===== src/rtl/reg_select_decoder.sv =====
// reg_select_decoder
// Sequenced 5-to-32 register-select decoder. Turns a register index into a
// registered one-hot enable for the register file. Single mode issues one
// enable; sweep mode walks the index from idx_a to idx_b (inclusive, modulo
// NREG), one enable per cycle, for register dump/clear sequences.
//
// Ports:
//   i_clk      rising-edge clock
//   i_reset_n  asynchronous active-low reset
//   i_start    request a new operation (sampled only in idle)
//   i_sweep    0 = single, 1 = sweep (sampled with start)
//   i_idx_a    single index / sweep start index (sampled with start)
//   i_idx_b    sweep end index, inclusive (sampled with start)
//   i_abort    synchronous abort, back to idle with no done pulse
//   o_en_out   registered one-hot enable, zero when not issuing
//   o_idx_out  index currently on o_en_out, holds last value otherwise
//   o_busy     high while issuing and in the done cycle
//   o_done     one-cycle completion pulse
module reg_select_decoder #(
    parameter int unsigned NREG = 32,
    parameter int unsigned IDXW = 5
) (
    input  logic            i_clk,
    input  logic            i_reset_n,
    input  logic            i_start,
    input  logic            i_sweep,
    input  logic [IDXW-1:0] i_idx_a,
    input  logic [IDXW-1:0] i_idx_b,
    input  logic            i_abort,
    output logic [NREG-1:0] o_en_out,
    output logic [IDXW-1:0] o_idx_out,
    output logic            o_busy,
    output logic            o_done
);

    typedef enum logic [1:0] {
        StIdle,
        StIssue,
        StDone
    } state_e;

    localparam logic [NREG-1:0] OneHotBase = {{(NREG - 1){1'b0}}, 1'b1};

    state_e          r_state;
    logic [IDXW-1:0] r_cur;
    logic [IDXW-1:0] r_end;
    logic [NREG-1:0] r_en_out;
    logic [IDXW-1:0] r_idx_out;
    logic            r_busy;
    logic            r_done;

    state_e          w_state_d;
    logic [IDXW-1:0] w_cur_d;
    logic [IDXW-1:0] w_end_d;
    logic [NREG-1:0] w_en_d;
    logic [IDXW-1:0] w_idx_d;
    logic            w_busy_d;
    logic            w_done_d;
    logic [IDXW-1:0] w_cur_nxt;

    // NREG == 2**IDXW, so the natural IDXW-bit wrap gives the modulo-NREG step.
    assign w_cur_nxt = r_cur + IDXW'(1);

    // Outputs are computed one cycle ahead so that they come straight from flops.
    always_comb begin
        w_state_d = r_state;
        w_cur_d   = r_cur;
        w_end_d   = r_end;
        w_en_d    = '0;
        w_idx_d   = r_idx_out;
        w_busy_d  = 1'b0;
        w_done_d  = 1'b0;
        unique case (r_state)
            StIdle: begin
                if (!i_abort && i_start) begin
                    w_state_d = StIssue;
                    w_cur_d   = i_idx_a;
                    // Single mode is a sweep whose end equals its start.
                    w_end_d   = i_sweep ? i_idx_b : i_idx_a;
                    w_en_d    = OneHotBase << i_idx_a;
                    w_idx_d   = i_idx_a;
                    w_busy_d  = 1'b1;
                end
            end
            StIssue: begin
                if (i_abort) begin
                    w_state_d = StIdle;
                end else if (r_cur == r_end) begin
                    w_state_d = StDone;
                    w_busy_d  = 1'b1;
                    w_done_d  = 1'b1;
                end else begin
                    w_cur_d  = w_cur_nxt;
                    w_en_d   = OneHotBase << w_cur_nxt;
                    w_idx_d  = w_cur_nxt;
                    w_busy_d = 1'b1;
                end
            end
            StDone: begin
                w_state_d = StIdle;
            end
            default: begin
                w_state_d = StIdle;
            end
        endcase
    end

    always_ff @(posedge i_clk or negedge i_reset_n) begin
        if (!i_reset_n) begin
            r_state   <= StIdle;
            r_cur     <= '0;
            r_end     <= '0;
            r_en_out  <= '0;
            r_idx_out <= '0;
            r_busy    <= 1'b0;
            r_done    <= 1'b0;
        end else begin
            r_state   <= w_state_d;
            r_cur     <= w_cur_d;
            r_end     <= w_end_d;
            r_en_out  <= w_en_d;
            r_idx_out <= w_idx_d;
            r_busy    <= w_busy_d;
            r_done    <= w_done_d;
        end
    end

    assign o_en_out  = r_en_out;
    assign o_idx_out = r_idx_out;
    assign o_busy    = r_busy;
    assign o_done    = r_done;

endmodule


===== config.mk =====
export PLATFORM = sky130hd
export DESIGN_NAME = reg_select_decoder
export DESIGN_NICKNAME = d
export VERILOG_FILES = /design/src/rtl/reg_select_decoder.sv
export SDC_FILE = /design/constraint.sdc
export NUM_CORES = 1
export LEC_CHECK = 0
export ABC_AREA = 1
export CORE_MARGIN = 1
export CORE_UTILIZATION = 54
export CTS_CLUSTER_DIAMETER = 120
export DETAILED_ROUTE_END_ITERATION = 16
export PLACE_DENSITY = 0.84
export SLEW_MARGIN = 20
export SYNTH_ARGS = -nofsm -noshare
export SYNTH_HDL_FRONTEND = slang
export SYNTH_SLANG_ARGS = --single-unit

===== constraint.sdc =====
create_clock -name i_clk -period 2.32 [get_ports i_clk]
set_input_delay 0.464 -clock i_clk [delete_from_list [all_inputs] [get_ports i_clk]]
set_output_delay 0.464 -clock i_clk [all_outputs]
set_load 0.1 [all_outputs]

Word-level counts from Yosys, hierarchy flattened
Index checks and enable logic that the tools add are counted.
{"block": "op_classes", "reduce_logical": 7, "n_addsub": 1, "mul": 0, "div": 0, "eq_ne": 6, "magnitude_cmp": 0, "n_mux": 19, "bitwise": 0, "n_shift": 2}
{"cell": "$mux 32", "n": 3}
{"cell": "$pmux 32 s2", "n": 1}
{"cell": "$shl 1x5->32 const A", "n": 2}
{"cell": "$mux 5", "n": 4}
{"cell": "$pmux 5 s2", "n": 1}
{"cell": "$mux 2", "n": 3}
{"cell": "$ne 2x2->1 const B", "n": 3}
{"cell": "$add 5x1->5 const B", "n": 1}
{"cell": "$eq 5x5->1", "n": 1}
{"cell": "$mux 1", "n": 5}
{"cell": "$pmux 2 s2", "n": 1}
{"cell": "$reduce_and 2->1", "n": 2}
{"cell": "$reduce_and 4->1", "n": 1}
{"cell": "$ne 3x3->1 const B", "n": 1}
{"cell": "$eq 2x1->1 const B", "n": 1}
{"cell": "$logic_not 2->1", "n": 1}
{"cell": "$pmux 1 s2", "n": 1}
{"cell": "$reduce_bool 2->1", "n": 1}
{"cell": "$logic_and 1x1->1", "n": 1}
{"cell": "$logic_not 1->1", "n": 1}
{"block": "totals", "latch_bits": 0, "regBits": 46, "n_memories": 0, "ram_bits": 0, "word_cells": 41, "inputBits": 15, "mem_bits_ro": 0, "output_inout_bits": 39}

Depth between registers and ports, before layout
{"block": "depth", "word_depth": 5, "depth_mapped": 10, "mapped_depth_nobuf": 9}

Worst setup path before layout
No wires, ideal clock.
{"block": "synth_timing", "path_type": "register to register", "startpoint": "register, netlist name o_idx_out[0]", "endpoint": "register r_en_out[16], in the netlist o_en_out[16]", "path_buffers": 1, "t_required_ns": 2.194, "slack_ns": 0.040, "path_stages_with_launch": 8, "setup_ns": 0.126, "period_less_slack_ns": 2.280, "arrival_time_ns": 2.154, "path_cell_list": "dfrtp_1 -> ha_1 -> nand3_1 -> nand2_2 -> nand2_2 -> buf_4 -> nand4_1 -> o21ai_0"}
{"element": "to (signal assigned)", "line_no": "121", "rtl": "r_en_out <= w_en_d;"}
{"element": "to (decl)", "line_no": "47", "rtl": "logic [NREG-1:0] r_en_out;"}

==> results.sh <==
export IMPL_drv_cap=0
export IMPL_ys_seq_elements=46
export IMPL_die_w_um=69.7
export IMPL_fillers=353
export IMPL_rsz0062_at_grt="false"
export IMPL_first_iter_violations=354
export IMPL_fp_coreArea_mm2=0.00438
export IMPL_nets=374
export IMPL_final_seq_area_mm2=0.00115
export IMPL_clk_pin_slew_ns=0.08
export IMPL_vdd_ir_drop_max_mv=0.820
export IMPL_cts_sinks=46
export IMPL_timing_fmax_mhz=496
export IMPL_grt_max_degree=47
export IMPL_io_buffers=53
export IMPL_num_vias=2339
export IMPL_cts_root_buffer="clkbuf_8"
export IMPL_maxSlewViolCount=0
export IMPL_hp_class="primary input to asynchronous set/reset pin"
export IMPL_cp_num_buf_inv=0
export IMPL_gp_routability_congestion=0.987
export IMPL_drc_errors=0
export IMPL_worstSetupStartpointType="flop"
export IMPL_post_cts_buffers=0
export IMPL_h_tree_depth=2
export IMPL_syn2layout_area_growth_pct=21.5
export IMPL_reg2reg_from="o_idx_out[0]"
export IMPL_avgRoutedWirePerCell_um=15.3
export IMPL_r2r_end="o_en_out[0]"
export IMPL_rows=24
export IMPL_postSynthNetCount=322
export IMPL_synth_area_mm2=0.00247
export IMPL_drive_above_1_share_pct=17.8
export IMPL_cts_buffers=5
export IMPL_crit_path_max_fanout=9
export IMPL_clk_path_buf_depth=2
export IMPL_setup_viol=0
export IMPL_diodes=0
export IMPL_multi_input_area_mm2=0.00112
export IMPL_ys_types=24
export IMPL_path_cells="ha_1 -> xor2_1 -> nor2_1 -> nand4_1 -> o21ai_0"
export IMPL_tightest_slew_ns=1.00
export IMPL_cpMaxStageDelayCell="dfrtp_1"
export IMPL_post_cts_resized=0
export IMPL_syn_area_per_cell_um2=8.19
export IMPL_ios=54
export IMPL_ys_seq_area_share_pct=46.5
export IMPL_fp_dieH_um=69.7
export IMPL_cpPeakStageDelay_ns=0.52
export IMPL_setup_tns_ns=0
export IMPL_grt_pass1_vias=2192
export IMPL_vias_per_cell=5.76
export IMPL_dpl_cell_area_mm2=0.00293
export IMPL_fin_util_pct=68.6
export IMPL_final_cell_area_mm2=0.00301
export IMPL_period_minus_slack_ns=2.01
export IMPL_finalCritPeriodShare_pct=86.8
export IMPL_grt_pass1_wl_um=10600
export IMPL_grt_util_all_layers_pct=27.7
export IMPL_arrival_ns=2.18
export IMPL_crit_path_end_kind="flop"
export IMPL_syn_inst=302
export IMPL_crit_type="flop to flop"
export IMPL_firstDrtPassIters=5
export IMPL_grt_overflow=0
export IMPL_yosys_warnings=0
export IMPL_start_util_pct=56.4
export IMPL_hold_viol_final=0
export IMPL_maxSlewHeadroom_pct=33.1
export IMPL_crit_family="flip-flops"
export IMPL_antenna_found_initial=0
export IMPL_die_area_mm2=0.00486
export IMPL_wl_um=6200
export IMPL_ff2ff_path_depth=5
export IMPL_required_ns=2.49
export IMPL_fin_skew_ns=0.0105
export IMPL_holdBufCountCts=0
export IMPL_outcome="finished clean"
export IMPL_cts_tree="done"
export IMPL_drtAntennaViolNets=0
export IMPL_p_leak_nw=1.44
export IMPL_reg2reg_slack_ns=0.31
export IMPL_place_hpwl_um=4250
export IMPL_insertion_delay_ns=0.30
export IMPL_p_per_area_mw_per_mm2=1040
[where the power goes]
| part | internal (mW) | switching [mW] |
|---|---|---|
| registers | 0.896 | 0.144 |
| logic | 0.403 | 1.22 |
| clock network | 0.208 | 0.251 |
| total | 1.51 | 1.61 |
[registers in the layout, summed over array words and instances, names as in the netlist]
register / count
r_state: 2
o_done: 1
o_en_out: 32
o_busy: 1
o_idx_out: 5
r_end: 5
[layout make-up]
class                      instances  area share, %
multi-input combinational        217           37.4
sequential                        46           38.3
timing repair buffer              62           16.9
inverter                          22           2.75
tap                               52           2.16
clock buffer                       7           2.54
[cells in the mapped netlist]
library cell  count  area (um2)
nand2_1          74         278
inv_1            21        78.8
buf_6             5        56.3
xnor2_4           1        27.5
xnor2_1           2        17.5
ha_1              5        62.6
nand2_2           3        18.8
xor2_4            1        27.5
nand4_4           1        21.3
clkinv_1          1        3.75
xor2_1            1        8.76
o21ai_1           5        25.0
buf_1             1        3.75
dfrtp_1          46        1150
nand4_1          32         200
nand3_4           1        17.5
buf_2             6        30.0
nand3_2           1        10.0
buf_4             2        15.0
nor2_2            1        6.26
o21ai_0          40         200
nand3_1          15        75.1
nor2_1           34         128
clkbuf_1          3        11.3
[per-layer routing]
layer | track usage [%] | wire length (um) | vias up
li1 | - | - | 1099
met1 | 36.3 | 2470 | 1083
met2 | 44.2 | 2990 | 143
met3 | 6.98 | 625 | 14
met4 | 11.3 | 113 | 0
met5 | 0 | 0 | -
[cells in the final DEF (no fill, tap or decap), drive strengths merged]
cell           synthesis  layout
nand2                 77      77
buf                   14      49
dfrtp                 46      46
o21ai                 45      45
nor2                  35      35
nand4                 33      33
inv                   21      21
nand3                 17      17
clkdlybuf4s50          0      13
clkbuf                 3       7
ha                     5       5
xnor2                  3       3
xor2                   2       2
clkinv                 1       1
[metrics by stage]
stage               hold slack, ns  setup WS, ns  power [mW]  cells
global placement             0.485         0.201        2.62    399
global route                 0.308         0.196        3.29    406
CTS                          0.263         0.343        3.11    406
finish                       0.240         0.305        3.12    406
detailed placement           0.496         0.149        2.64    399
floorplan                    0.168        0.0401        2.32    302
[cell families (layout without fill, tap and decap cells)]
family / count (synthesis) / in the layout / synth area share, %
AO/OA/AOI/OAI: 45 / 45 / 9.10
XOR/XNOR: 5 / 5 / 3.29
adder cells (fa/ha/maj): 5 / 5 / 2.53
buffers and inverters: 39 / 91 / 8.04
flip-flops: 46 / 46 / 46.5
AND/OR/NAND/NOR: 162 / 162 / 30.5
[worst max path at each step]
| stage | from | endpoint | cells after the start |
|---|---|---|---|
| 2_1_floorplan | o_idx_out[0] | o_en_out[16] | 7 |
| 3_3_place_gp | i_abort | o_en_out[29] | 6 |
| 3_5_place_dp | i_abort | o_en_out[29] | 6 |
| 4_1_cts | o_idx_out[0] | o_en_out[0] | 5 |
| 5_1_grt | o_idx_out[0] | o_en_out[23] | 6 |
| 6_report | o_idx_out[0] | o_en_out[0] | 5 |
[worst reg2reg max path, cell delays in order, from the launching register on]
cell	delay, ns
dfrtp_1	0.52
ha_1	0.35
xor2_1	0.23
nor2_1	0.31
nand4_1	0.12
o21ai_0	0.34
Power figures use the tool's default switching activity.
